**src/rtl/noc_params.sv**
```systemverilog
// Shared NoC types: flit layout, flit labels, router ports and the
// input-buffer VC state encoding.
package noc_params;

    localparam int VC_NUM  = 4;
    localparam int VC_SIZE = $clog2(VC_NUM);
    localparam int DATA_W  = 16;

    typedef enum logic [1:0] {HEAD, BODY, TAIL, HEADTAIL} flit_label_t;

    typedef enum logic [2:0] {LOCAL, NORTH, SOUTH, WEST, EAST} port_t;

    typedef struct packed {
        flit_label_t          flit_label;
        logic [VC_SIZE-1:0]   vc_id;
        logic [DATA_W-1:0]    data;
    } flit_t;

    typedef enum logic [1:0] {IDLE, VA, ACTIVE} ib_state_t;

    function automatic logic is_head(input flit_label_t label);
        return (label == HEAD) || (label == HEADTAIL);
    endfunction

    function automatic logic is_tail(input flit_label_t label);
        return (label == TAIL) || (label == HEADTAIL);
    endfunction

endpackage

```
**src/rtl/circular_buffer.sv**
```systemverilog
// Flit FIFO with wrapping pointers and an occupancy count; raises a sticky
// error on a push into a full buffer without a pop, or on a pop while empty.
module circular_buffer
    import noc_params::*;
#(
    parameter int BUFFER_SIZE = 8
) (
    input  logic  clk,
    input  logic  rst,
    input  flit_t data_i,
    input  logic  push,
    input  logic  pop,
    output flit_t data_o,
    output logic  is_empty,
    output logic  is_full,
    output logic  error
);

    localparam int PTR_W = $clog2(BUFFER_SIZE);

    flit_t            mem [BUFFER_SIZE];
    logic [PTR_W-1:0] rd_ptr;
    logic [PTR_W-1:0] wr_ptr;
    logic [PTR_W:0]   count;
    logic             do_push;
    logic             do_pop;

    assign is_empty = (count == '0);
    assign is_full  = (count == (PTR_W+1)'(BUFFER_SIZE));
    assign do_pop   = pop && !is_empty;
    // A pop on the same edge frees the slot, so a full buffer may still accept.
    assign do_push  = push && (!is_full || do_pop);
    assign data_o   = mem[rd_ptr];

    always_ff @(posedge clk) begin
        if (do_push)
            mem[wr_ptr] <= data_i;
    end

    always_ff @(posedge clk or posedge rst) begin
        if (rst) begin
            rd_ptr <= '0;
            wr_ptr <= '0;
            count  <= '0;
            error  <= 1'b0;
        end else begin
            if (do_push)
                wr_ptr <= wr_ptr + 1'b1;
            if (do_pop)
                rd_ptr <= rd_ptr + 1'b1;
            if (do_push && !do_pop)
                count <= count + 1'b1;
            else if (do_pop && !do_push)
                count <= count - 1'b1;
            if ((push && is_full && !pop) || (pop && is_empty))
                error <= 1'b1;
        end
    end

endmodule

```
**src/rtl/input_buffer.sv**
```systemverilog
// Per-VC input buffer: flit storage plus the wormhole IDLE/VA/ACTIVE state
// machine that requests a downstream VC per packet and the switch per flit.
module input_buffer
    import noc_params::*;
#(
    parameter int BUFFER_SIZE = 8
) (
    input  logic               clk,
    input  logic               rst,
    input  flit_t              data_i,
    input  logic               valid_i,
    input  port_t              out_port_i,
    input  logic               vc_valid_i,
    input  logic [VC_SIZE-1:0] vc_new_i,
    input  logic               sa_grant_i,
    output flit_t              flit_o,
    output port_t              out_port_o,
    output logic               vc_request_o,
    output logic               switch_request_o,
    output logic               is_empty_o,
    output logic               is_full_o,
    output logic               error_o
);

    ib_state_t          state;
    flit_t              front;
    logic [VC_SIZE-1:0] downstream_vc;
    logic               buf_error;
    logic               fsm_error;
    logic               idle_drop;
    logic               active_pop;

    // A BODY/TAIL at the front while idle has no packet context and is discarded.
    assign idle_drop  = (state == IDLE) && !is_empty_o && !is_head(front.flit_label);
    assign active_pop = (state == ACTIVE) && sa_grant_i && !is_empty_o;

    circular_buffer #(.BUFFER_SIZE(BUFFER_SIZE)) u_buf (
        .clk      (clk),
        .rst      (rst),
        .data_i   (data_i),
        .push     (valid_i),
        .pop      (idle_drop || active_pop),
        .data_o   (front),
        .is_empty (is_empty_o),
        .is_full  (is_full_o),
        .error    (buf_error)
    );

    always_ff @(posedge clk or posedge rst) begin
        if (rst) begin
            state         <= IDLE;
            out_port_o    <= LOCAL;
            downstream_vc <= '0;
            vc_request_o  <= 1'b0;
            fsm_error     <= 1'b0;
        end else begin
            case (state)
                IDLE: begin
                    if (!is_empty_o) begin
                        if (is_head(front.flit_label)) begin
                            out_port_o   <= out_port_i;
                            vc_request_o <= 1'b1;
                            state        <= VA;
                        end else begin
                            fsm_error <= 1'b1;
                        end
                    end
                end
                VA: begin
                    if (vc_valid_i) begin
                        downstream_vc <= vc_new_i;
                        vc_request_o  <= 1'b0;
                        state         <= ACTIVE;
                    end
                end
                ACTIVE: begin
                    if (active_pop && is_tail(front.flit_label))
                        state <= IDLE;
                end
                default: begin
                    vc_request_o <= 1'b0;
                    state        <= IDLE;
                end
            endcase
        end
    end

    assign switch_request_o = (state == ACTIVE) && !is_empty_o;
    assign error_o          = buf_error || fsm_error;

    always_comb begin
        flit_o = front;
        if (state == ACTIVE)
            flit_o.vc_id = downstream_vc;
    end

endmodule

```
**config.mk**
```make
export PLATFORM = sky130hd
export DESIGN_NAME = input_buffer
export DESIGN_NICKNAME = d
export VERILOG_FILES = /design/src/rtl/noc_params.sv /design/src/rtl/circular_buffer.sv /design/src/rtl/input_buffer.sv
export SDC_FILE = /design/constraint.sdc
export NUM_CORES = 1
export LEC_CHECK = 0
export ABC_CLOCK_PERIOD_IN_PS = 5410
export BUFFER_PORTS_ARGS = -buffer_cell sky130_fd_sc_hd__buf_2
export CORE_MARGIN = 2
export CORE_UTILIZATION = 30
export CTS_CLUSTER_SIZE = 8
export DETAILED_ROUTE_END_ITERATION = 12
export SLEW_MARGIN = 20
export SYNTH_ARGS = -nofsm -noshare
export SYNTH_HDL_FRONTEND = slang
export SYNTH_SLANG_ARGS = --single-unit
```
**constraint.sdc**
```tcl
create_clock -name clk -period 5.41 [get_ports clk]
set_input_delay 0.541 -clock clk [delete_from_list [all_inputs] [get_ports clk]]
set_output_delay 0.541 -clock clk [all_outputs]
set_load 0.02 [all_outputs]
```
==> run summary <==
The flow ran to the end, and the final reports show no timing, DRC or antenna violations. For this run, the total global-route usage over all layers was measured as 0.116. The peak supply drop is approximately 0.27 mV. Max-cap violations in this run came to 0. The buffer levels on the longest clock path came out at 2.

During placement, the flow inserted port buffers numbering 57. The initial antenna violation count was 0. The number of nets in the final layout is about 460. Setup repair after global routing left no endpoint under its margin.

In the final layout, the share of cells above drive strength 1 is 0.407. Once detailed placement completed, the half-perimeter wirelength came to 8660 microns. The detailed-route wire length per cell came out at 18.5 microns. The final number of setup-violating endpoints is 0. The sequential area share after synthesis came out at 0.739. The mean instance size in the synthesized netlist came out at between 20 and 25 sq um. The arrival time of data at the critical path endpoint is 4730 ps. The largest net degree at the start of global routing came out at 21. The first-iteration detailed-routing DRC count came out at between 200 and 250.

In the post-synthesis netlist, the cell with the most instances is sky130_fd_sc_hd__edfxtp_1. The power per cell area came out at 579 mW/mm^2. Summed over all layers, the routed wires come to 13900 microns. The data required time at the worst endpoint came out at 5720 ps. The via count of the first global-routing pass came to approximately 3700.

The top-area cell type share of the netlist area came out at 0.669. The slew of the pin with the lowest slew margin is approximately 800 ps. Synthesis produced a netlist with a net count of 380. The final-report max-slew violation count is 0.

The detailed-router iteration count before antenna repair came out at 4. The CTS buffer count came out at 17. The die boundary height came out at approximately 160 microns.

The hold buffer count at cts is 0. The library cell occupying the most area in the post-synthesis netlist is sky130_fd_sc_hd__edfxtp_1. The clock tree skew after final layout came out at 9.03 ps. The prevailing post-synth register cell is sky130_fd_sc_hd__edfxtp_1. Based on the critical path, the design can be clocked at up to 0.226 GHz. The count of unresolved DRC violations after routing came out at 0.

In this run, synthesis inferred 160 flip-flops with an integrated enable. The total I/O pin count is between 50 and 60. Sorting the synthesized cells by area gives the leading types as sky130_fd_sc_hd__edfxtp_1 (67%), sky130_fd_sc_hd__mux4_2 (11%), sky130_fd_sc_hd__dfrtp_1 (7.0%), sky130_fd_sc_hd__mux2_2 (2.8%), sky130_fd_sc_hd__ha_1 (1.2%). The placer's final routability congestion estimate is 0.705. Measured against its own limit, the worst slew margin works out to 0.463. After layout, the minimum clock period comes to 4420 ps. From synthesis to final layout, the design area changed by 18.4%. The number of instances resized during post-cts repair came out at 0. The count of synthesis-stage warnings from yosys is 0. The clock transition at the registers of the reported paths came out at approximately 70 ps. The cell area after synthesis came out at 0.00718 sq mm. The number of hold-slack violations in the final timing report is 0. The commonest cells after synthesis are sky130_fd_sc_hd__edfxtp_1 (160), sky130_fd_sc_hd__mux4_2 (36), sky130_fd_sc_hd__dfrtp_1 (20), sky130_fd_sc_hd__mux2_2 (18), sky130_fd_sc_hd__nand2_1 (10). The via-per-instance ratio came out at 4.57. Detailed routing inserted a total of 3431 vias. The clock tree from TritonCTS is built. The worst setup timing slack at the placement stage came out at 1020 ps. The first-pass GRT wire length came out at ~22000 microns. The residual antenna-violating net count after detailed routing came out at 0. The core area is 0.0235 sq mm. The number of H-tree branching levels came out at 4. The remaining global-route overflow is 0. The netlist uses 45 different library cells. The worst path meets setup with 987 ps of slack. The repair_antennas step left the layout with diodes totalling 0. Of the available clock period, the critical path in the final layout requires 0.818.

The cell at the root of the clock tree is sky130_fd_sc_hd__clkbuf_16. The type of element launching the critical path is a flop. The count of mapped cells out of synthesis came out at 342. The summed negative setup slack over all endpoints is 0 ps. The clock reaches the later pin of the worst-skew pair after 430 ps. The total power came out at 4920 uW.

The path class of the lowest-slack min-delay path is input pin to asynchronous set/reset pin. The layout has 2176 filler cells. The startpoint-to-endpoint class of the critical path is flop to flop. The worst setup path is captured at a flop. The initial core utilization came out at 0.306.

The width of the die came out at 159 microns. In this run the worst path has a maximum fanout of 17. The number of clock sinks is 180.

The leakage power summed over all cells is around 0.0029 uW. After synthesis, the share of flip-flops with an asynchronous set or reset is 0.111. The die covers 0.0252 sq mm.

After floorplanning, the core was divided into 56 placement rows. The number of buffers inserted to repair setup after CTS came out at 0. In this run, synthesis produced a sequential element count of 180.
## per-stage QoR
| stage | hold slack [ps] | util | cells | cell area (sq um) |
|---|---|---|---|---|
| final | 253 | 0.362 | 751 | 8500 |
| after CTS | 263 | 0.362 | 751 | 8500 |
| after floorplan | 420 | - | 342 | 7180 |
| after global routing | 310 | 0.362 | 751 | 8500 |
| after global placement | 442 | 0.337 | 719 | 7910 |
| after detailed placement | 445 | 0.337 | 719 | 7910 |
## where the power goes
part	leakage [uW]	internal, uW	switching, uW
clock network	0.000292	655	554
logic	0.000924	800	942
registers	0.00168	1780	190
## cell usage in the layout (no fill, tap or decap), types with 2 or more instances in the layout
master                      netlist  layout
sky130_fd_sc_hd__o21ai_0          4       4
sky130_fd_sc_hd__buf_2            5      57
sky130_fd_sc_hd__mux2_4           2       2
sky130_fd_sc_hd__a21o_1           2       2
sky130_fd_sc_hd__clkinv_2         0       2
sky130_fd_sc_hd__nand2_1         10      10
sky130_fd_sc_hd__xnor2_1          5       5
sky130_fd_sc_hd__clkinv_8         0       2
sky130_fd_sc_hd__nand2b_1         2       2
sky130_fd_sc_hd__buf_4            1      13
sky130_fd_sc_hd__clkbuf_16        0      17
sky130_fd_sc_hd__nor3_1           6       2
sky130_fd_sc_hd__edfxtp_1       160     160
sky130_fd_sc_hd__o21ai_1          2       2
sky130_fd_sc_hd__dfrtp_2          0       2
sky130_fd_sc_hd__dfrtp_1         20      18
sky130_fd_sc_hd__mux2i_1          8       8
sky130_fd_sc_hd__or3_1            2       2
sky130_fd_sc_hd__ha_1             7       7
sky130_fd_sc_hd__inv_1            6       6
sky130_fd_sc_hd__inv_8            0       2
sky130_fd_sc_hd__mux2_1           5       5
sky130_fd_sc_hd__nor2b_1          4       4
sky130_fd_sc_hd__clkinv_4         0       3
sky130_fd_sc_hd__nor3_2           0       4
sky130_fd_sc_hd__mux4_1           2       2
sky130_fd_sc_hd__inv_6            0       5
sky130_fd_sc_hd__mux4_2          36      36
sky130_fd_sc_hd__mux2_2          18      18
sky130_fd_sc_hd__nor2_1           7       3
sky130_fd_sc_hd__nor2_2           0       4
sky130_fd_sc_hd__nand3_1          2       2
sky130_fd_sc_hd__a21oi_1          3       3
## worst paths after layout
kind                                             startpoint                      endpoint  slack (ps)  cells after the start
worst max-delay path            u_buf.rd_ptr[1]$_DFFE_PP0N_    u_buf.count[3]$_DFFE_PP0P_         990                     14
worst min-delay path                                    rst  downstream_vc[0]$_DFFE_PP0P_         250                      2
worst max register to register  u_buf.rd_ptr[1]$_DFFE_PP0N_    u_buf.count[3]$_DFFE_PP0P_         990                     14
worst min register to register        fsm_error$_DFFE_PP0P_         fsm_error$_DFFE_PP0P_         460                      1
max in group asynchronous                               rst   u_buf.rd_ptr[1]$_DFFE_PP0N_        4600                      2
min in group clk                              out_port_i[2]     out_port_o[2]$_DFFE_PP0P_         330                      2
## flip-flops by register name (all words and copies together), names as in the netlist
signal,cells
vc_request_o,1
u_buf.wr_ptr,3
fsm_error,1
u_buf.error,1
u_buf.count,4
downstream_vc,2
u_buf.rd_ptr,3
u_buf.mem,160
out_port_o,3
state,2
## area by class of cell
class | count | area [sq um] | share of cell area
inverter | 7 | 26.3 | 0.00309
clock buffer | 17 | 425 | 0.0500
tap | 319 | 399 | 0.0469
clock inverter | 15 | 165 | 0.0194
multi-input combinational | 143 | 1800 | 0.211
timing repair buffer | 70 | 383 | 0.0450
sequential | 180 | 5310 | 0.624
## worst max-delay path: stages (launching register included)
cell	delay [ps]
sky130_fd_sc_hd__dfrtp_2	650
sky130_fd_sc_hd__buf_4	360
sky130_fd_sc_hd__mux4_2	370
sky130_fd_sc_hd__mux2i_4	180
sky130_fd_sc_hd__ha_1	300
sky130_fd_sc_hd__nor2b_1	190
sky130_fd_sc_hd__nor4_2	400
sky130_fd_sc_hd__inv_1	100
sky130_fd_sc_hd__ha_1	240
sky130_fd_sc_hd__inv_1	170
sky130_fd_sc_hd__ha_1	260
sky130_fd_sc_hd__a21o_1	200
sky130_fd_sc_hd__a2111oi_0	450
sky130_fd_sc_hd__a31oi_1	80
sky130_fd_sc_hd__a221o_1	340
## logic make-up after synthesis
logic type	share of synthesized area
AND/OR/NAND/NOR	0.0319
multiplexers	0.175
buffers and inverters	0.0157
XOR/XNOR	0.00732
flip-flops	0.739
AO/OA/AOI/OAI	0.0169
adder cells (fa/ha/maj)	0.0150
## metal layers
metal,routed length (microns),track usage,up-vias,share of wire
met2,7060,0.195,78,0.51
li1,-,-,1551,-
met4,233,0.0438,0,0.017
met5,0,0,-,0
met3,584,0.0287,16,0.042
met1,6000,0.144,1786,0.43
(Power assumes the default switching activity.)
